$ cat config.mk
export PLATFORM = sky130hd
export DESIGN_NAME = sha256_msg_padder
export DESIGN_NICKNAME = d
export VERILOG_FILES = /design/src/rtl/sha256_msg_padder.sv
export SDC_FILE = /design/constraint.sdc
export NUM_CORES = 1
export LEC_CHECK = 0
export ABC_AREA = 1
export CELL_PAD_IN_SITES_DETAIL_PLACEMENT = 0
export CELL_PAD_IN_SITES_GLOBAL_PLACEMENT = 1
export CORE_ASPECT_RATIO = 0.75
export CORE_MARGIN = 2
export CORE_UTILIZATION = 30
export CTS_CLUSTER_DIAMETER = 120
export DETAILED_ROUTE_END_ITERATION = 8
export HOLD_SLACK_MARGIN = 0.02
export PLACE_DENSITY = 0.77
export SYNTH_ARGS = -nofsm -noshare
export SYNTH_HDL_FRONTEND = slang
export SYNTH_SLANG_ARGS = --single-unit
$ cat constraint.sdc
create_clock -name clk -period 2.2 [get_ports clk]
set_clock_uncertainty 0.05 [all_clocks]
set_input_delay 0.44 -clock clk [delete_from_list [all_inputs] [get_ports clk]]
set_output_delay 0.44 -clock clk [all_outputs]
set_load 0.005 [all_outputs]
$ cat src/rtl/sha256_msg_padder.sv
// SHA-256 message padder: forwards N upstream words, then appends 0x80000000,
// zero fill and the 64-bit bit length so the stream ends on a 512-bit boundary.
module sha256_msg_padder #(
  parameter int LEN_W = 16
) (
  input  logic             clk,
  input  logic             rst_n,
  input  logic             start,
  input  logic [LEN_W-1:0] msg_words,
  input  logic             in_valid,
  input  logic [31:0]      in_data,
  output logic             in_ready,
  output logic             out_valid,
  output logic [31:0]      out_data,
  input  logic             out_ready,
  output logic             out_blk_end,
  output logic             out_last,
  output logic             busy,
  output logic             done
);

  // Handshake: a word moves on a rising edge where valid and ready are both 1.
  // The producer holds its word and flags stable until that edge; ready never
  // depends on the partner's valid in the same cycle.

  typedef enum logic [2:0] {
    S_IDLE, S_DATA, S_PAD80, S_ZERO, S_LENHI, S_LENLO
  } state_t;

  state_t           state;
  logic [LEN_W-1:0] n_words;
  logic [LEN_W-1:0] word_cnt;
  logic [3:0]       blk_idx;
  logic             adv;
  logic [63:0]      bit_len;

  assign adv      = !out_valid || out_ready;
  assign in_ready = (state == S_DATA) && adv;
  assign bit_len  = 64'(n_words) << 5;

  always_ff @(posedge clk or negedge rst_n) begin
    if (!rst_n) begin
      state       <= S_IDLE;
      n_words     <= '0;
      word_cnt    <= '0;
      blk_idx     <= '0;
      out_valid   <= 1'b0;
      out_data    <= '0;
      out_blk_end <= 1'b0;
      out_last    <= 1'b0;
      busy        <= 1'b0;
      done        <= 1'b0;
    end else begin
      done <= 1'b0;
      if (out_valid && out_ready) begin
        out_valid   <= 1'b0;
        out_blk_end <= 1'b0;
        out_last    <= 1'b0;
      end
      case (state)
        S_IDLE: begin
          // done=1 means the previous message just closed; its start slot is dead.
          if (start && !done) begin
            n_words  <= msg_words;
            word_cnt <= '0;
            blk_idx  <= '0;
            busy     <= 1'b1;
            state    <= (msg_words == '0) ? S_PAD80 : S_DATA;
          end
        end
        S_DATA: begin
          if (in_valid && adv) begin
            out_valid   <= 1'b1;
            out_data    <= in_data;
            out_blk_end <= (blk_idx == 4'd15);
            out_last    <= 1'b0;
            blk_idx     <= blk_idx + 4'd1;
            word_cnt    <= word_cnt + LEN_W'(1);
            if (word_cnt == n_words - LEN_W'(1)) state <= S_PAD80;
          end
        end
        S_PAD80: begin
          if (adv) begin
            out_valid   <= 1'b1;
            out_data    <= 32'h8000_0000;
            out_blk_end <= (blk_idx == 4'd15);
            out_last    <= 1'b0;
            blk_idx     <= blk_idx + 4'd1;
            state       <= (blk_idx == 4'd13) ? S_LENHI : S_ZERO;
          end
        end
        S_ZERO: begin
          if (adv) begin
            out_valid   <= 1'b1;
            out_data    <= 32'h0;
            out_blk_end <= (blk_idx == 4'd15);
            out_last    <= 1'b0;
            blk_idx     <= blk_idx + 4'd1;
            if (blk_idx == 4'd13) state <= S_LENHI;
          end
        end
        S_LENHI: begin
          if (adv) begin
            out_valid   <= 1'b1;
            out_data    <= bit_len[63:32];
            out_blk_end <= (blk_idx == 4'd15);
            out_last    <= 1'b0;
            blk_idx     <= blk_idx + 4'd1;
            state       <= S_LENLO;
          end
        end
        S_LENLO: begin
          // First visit loads the low length word; then wait for it to be taken.
          if (!out_last) begin
            if (adv) begin
              out_valid   <= 1'b1;
              out_data    <= bit_len[31:0];
              out_blk_end <= (blk_idx == 4'd15);
              out_last    <= 1'b1;
              blk_idx     <= blk_idx + 4'd1;
            end
          end else if (out_valid && out_ready) begin
            state <= S_IDLE;
            busy  <= 1'b0;
            done  <= 1'b1;
          end
        end
        default: state <= S_IDLE;
      endcase
    end
  end

endmodule

### After elaboration in Yosys (flattened, before gate mapping)

Cells that the tools add are included.

* bits in registers: 76
* input bits: 53
* output and inout bits: 38
* logic and storage cells: 103

* add/subtract/negate cells: 3
* equal/unequal tests: 20
* mux-type cells: 49
* reductions and logical operators: 21

Operator list (number)
* two-way mux 32 bit: 5
* case mux 32 bit (4 select lines): 1
* two-way mux 16 bit: 2
* case mux 16 bit (2 select lines): 1
* two-way mux 3 bit: 10
* two-way mux 1 bit: 19
* inequality test 2 bit (second input constant): 9
* case mux 3 bit (6 select lines): 1
* adder 16 x 1 -> 16 bit (second input constant): 1
* equality test 16 bit: 1
* logical NOT 16 bit: 1
* two-way mux 4 bit: 4
* case mux 4 bit (4 select lines): 1
* subtractor 16 x 1 -> 16 bit (second input constant): 1
* case mux 1 bit (3 select lines): 3
* AND reduction 9 bit: 1
* equality test 4 bit (second input constant): 2
* AND reduction 4 bit: 2
* nonzero test 4 bit: 2
* equality test 3 x 2 -> 1 bit (second input constant): 2
* equality test 3 bit (second input constant): 2
* inequality test 2 x 1 -> 1 bit (second input constant): 3
* AND reduction 6 bit: 1
* adder 4 x 1 -> 4 bit (second input constant): 1
* other kinds (12): 17

### Logic depth before layout (Yosys ltp)

* depth after elaboration: 5
* gate-level depth with buffers: 16
* gate-level depth less buffers: 16

### Worst setup path before layout

Ideal clock, no wire load.

* path kind: register -> register
* start: register n_words[0]
* end: register state[0]
* library setup time: 0.117 ns
* arrival time: 1.755 ns
* data required time: 2.033 ns
* setup slack: 0.278 ns
* cell stages (with the launch flop): 16
* path buffers: 0
* period minus slack after synthesis: 1.922 ns
* cells stage by stage: dfrtp_1 -> inv_1 -> ha_1 -> nand2_1 -> nor2_4 -> nand2_1 -> nand2_1 -> nand2_1 -> nor2_1 -> nand2_1 -> nor2_1 -> nand2_1 -> nand2_2 -> nand2_1 -> nand2_1 -> nand2_1

* longest elaborated chain between the ends: 4

Ends and longest elaborated chain
* start: declaration: RTL line 31 `logic [LEN_W-1:0] n_words;`
* start signal: assignment: RTL line 64 `n_words <= msg_words;`
* subtractor 16 x 1 -> 16 bit: RTL line 79 `if (word_cnt == n_words - LEN_W'(1)) state <= S_PAD80;`
* equality test 16 bit: RTL line 79
* inequality test 2 x 1 -> 1 bit (no line)
* AND reduction 9 bit (no line)
* end signal: assignment: RTL line 68 `state <= (msg_words == '0) ? S_PAD80 : S_DATA;`
* end signal: assignment: RTL line 89 `state <= (blk_idx == 4'd13) ? S_LENHI : S_ZERO;`
* end: declaration: RTL line 30 `state_t state;`

Every way passes these cells.
A chain may end at the register's enable or synchronous reset.

### Final worst setup path

* start: input out_ready
* end: output in_ready

* longest elaborated chain between the ends: 2

Ends and longest elaborated chain
* start: declaration: RTL line 15 `input logic out_ready,`
* logical OR 1 bit: RTL line 37 `assign adv = !out_valid || out_ready;`
* logical AND 1 bit: RTL line 38 `assign in_ready = (state == S_DATA) && adv;`
* end: declaration: RTL line 12 `output logic in_ready,`

Every way passes these cells.

==> impl_metrics.tcl <==
set metrics [dict create \
    finalCritPeriodShare_pct 92.1 \
    yosys.cell_types.count 40 \
    ys_ff_latch 76 \
    vias 4187 \
    hp-class "register to register" \
    initial_utilization_pct 31.1 \
    holdPathStages 2 \
    root_buffer "clkbuf_16" \
    timing.critical_path.mode_cell "inv_1" \
    io-pin-count 91 \
    slew_violations 0 \
    drv_cap 0 \
    cp_slowest_cell "clkdlybuf4s50_1" \
    dieHeight_um 108 \
    ir_drop_uv 740 \
    clock_latency_ps 340 \
    p_per_area_nw_per_um2 1370 \
    synth_seq_area_share_pct 44.0 \
    tns_ps 0 \
    r2r-end "state[1]$_DFFE_PN0P_" \
    synth_nets 638 \
    place.gp.congestion 0.842 \
    grt_max_degree 38 \
    cpPeakStageDelay_ps 470 \
    grt_usage_pct 16.7 \
    ant_nets 0 \
    p_leak_nw 2.72 \
    path_cells "clkdlybuf4s50_1 > inv_1 > nand2_1 > inv_1 > nor2_2 > dlygate4sd2_1" \
    fp.dieW_um 143 \
    path_class "primary input to output port" \
    clockBufferDepth 2 \
    syn_area_sq_um 4320 \
    dp_hpwl_um 9530 \
    syn_to_final_growth_pct 39.0 \
    rows 37 \
    core-area_sq_um 13900 \
    dp_cells 864 \
    required_ps 1710 \
    ff2ff_setup_slack_ps 190 \
    wirelength_um 12100 \
    fin_area_sq_um 6010 \
    clkTransAtPathRegs_ps 60 \
    port_buffers 90 \
    viasPerCell 4.72 \
    cts_tree "done" \
    max_slew_margin_pct 74.9 \
    avgSynthCellArea_sq_um 7.44 \
    wl_per_cell_um 13.7 \
    cp_data_arrival_time_ps 1540 \
    htree_levels 3 \
    end_kind "output port" \
    final_cells 887 \
    grt_pass1_wl_um 20300 \
    whs_ps 443 \
    hold_viol 0 \
    drtIter0Drc 183 \
    cp-start-kind "primary input" \
    fin_util_pct 43.3 \
    status "finished, final reports clean" \
    hold_path_end "out_data[3]$_DFFE_PN0P_" \
    finalSetupViolCount 0 \
    fin_crit_ps 2030 \
    layout.nets 764 \
    placed_cell_area_sq_um 5630 \
    layout-drive-gt1-share_pct 13.3 \
    grt-ovfl-total 0 \
    drc_errors 0 \
    hp-start "out_data[3]$_DFFE_PN0P_" \
    synthCells 581 \
    dr.pass1.iters 5 \
    r2r_cells 14 \
    antenna_cells 0 \
    worst_slew_pin_slew_ps 373 \
    dieArea_sq_um 15400 \
    cts_sinks 76 \
    yosysWarnings 0 \
    cts_buffers 9 \
    fmax_mhz 494 \
    crit_fanout 3 \
    r2r_start "n_words[5]$_DFFE_PN0P_" \
    grt_pass1_vias 4090 \
    antenna_found_initial 0 \
]
## sequential cells by signal (all words and copies together) (netlist names)
name and count:
done 1, busy 1, blk_idx 4, out_data 32
out_last 1, state 3, out_blk_end 1, word_cnt 16
out_valid 1, n_words 16
## metal layers
layer	vias to the layer above	routed length (um)	GRT usage [%]	share of wire, %
met1	1938	6320	24.8	52
met2	93	5060	24.5	42
met3	7	674	3.54	5.5
li1	2149	-	-	-
met5	-	0	0	0
met4	0	87	4.53	0.72
## final cells by class
cell class | instances | area [sq um]
Sequential cell | 76 | 1900
Inverter | 52 | 203
Fill cell | 1390 | 7880
Timing Repair Buffer | 131 | 1230
Multi-Input combinational cell | 437 | 2160
Clock inverter | 6 | 47.5
Clock buffer | 10 | 239
Tap cell | 175 | 219
## Yosys cell counts, drive strengths merged
| master | number | area [sq um] |
|---|---|---|
| a211o | 1 | 8.76 |
| a211oi | 1 | 7.51 |
| a21oi | 12 | 60.1 |
| a31oi | 18 | 119 |
| a32o | 1 | 10.0 |
| buf | 10 | 65.1 |
| clkbuf | 6 | 23.8 |
| dfrtp | 76 | 1900 |
| ha | 4 | 50.1 |
| inv | 52 | 200 |
| nand2 | 196 | 758 |
| nand3 | 35 | 193 |
| nand3b | 6 | 45.0 |
| nand4 | 6 | 37.5 |
| nor2 | 71 | 292 |
| nor3 | 12 | 60.1 |
| nor3b | 2 | 15.0 |
| nor4 | 3 | 18.8 |
| o211ai | 2 | 15.0 |
| o21ai | 38 | 198 |
| o21bai | 1 | 7.51 |
| o221ai | 1 | 8.76 |
| o22ai | 1 | 6.26 |
| o31ai | 6 | 45.0 |
| xnor2 | 7 | 61.3 |
| xor2 | 13 | 114 |
## kinds of logic (layout without fill, tap and decap cells)
family	after synthesis	count (layout)	share of synthesized area (%)
and+or+nand+nor	331	331	32.8
AOI/OAI and AO/OA	82	82	11.2
DFF	76	76	44.0
buffers and inverters	68	199	6.69
xor gates and xnor gates	20	20	4.05
adders and majority gates	4	4	1.16
## layout by cell type (no fill, tap or decap), drive strengths merged, types with 2 or more instances in the layout
cell,Yosys,final
nor2,71,71
a31oi,18,18
o21ai,38,38
o31ai,6,6
nor4,3,3
nand4,6,6
inv,52,53
clkdlybuf4s50,0,88
clkinv,0,4
nor3,12,12
xor2,13,13
clkbuf,6,10
nand3b,6,6
nand2,196,196
dfrtp,76,76
o211ai,2,2
buf,10,41
ha,4,4
xnor2,7,7
nand3,35,35
a21oi,12,12
nor3b,2,2
## worst max path at each step
stage / to / from / cells after the start
6_report: in_ready / out_ready / 6
3_3_place_gp: in_ready / out_ready / 6
4_1_cts: state[1]$_DFFE_PN0P_ / n_words[0]$_DFFE_PN0P_ / 15
2_1_floorplan: state[0]$_DFFE_PN0P_ / n_words[0]$_DFFE_PN0P_ / 15
5_1_grt: state[2]$_DFFE_PN0P_ / n_words[3]$_DFFE_PN0P_ / 14
3_5_place_dp: out_data[31]$_DFFE_PN0P_ / out_ready / 14
## power breakdown
part	total [W]	internal, W	switching (W)
logic	0.00439	0.00199	0.00240
registers	0.00244	0.00195	0.000488
clock network	0.00142	0.000802	0.000613
## per-stage QoR
stage	total power (W)	setup WS, ps
6_report	0.00825	174
5_1_grt	0.00903	-2.10
4_1_cts	0.00820	4.27
3_5_place_dp	0.00675	-172
3_3_place_gp	0.00664	-158
2_1_floorplan	0.00500	278
## repair_timing
action	4_1_cts	5_1_grt
buffers inserted	0	6
pin swaps	0	3
resized for setup	2	14
endpoints found under the hold margin	18	0
endpoints found under the setup margin	1	10
hold buffers	1	0
## worst max-delay path, delay by kind of cell
family / cells / cell delay (ps)
buffers and inverters: 4 / 850
and+or+nand+nor: 2 / 230
(Power assumes the default switching activity.)
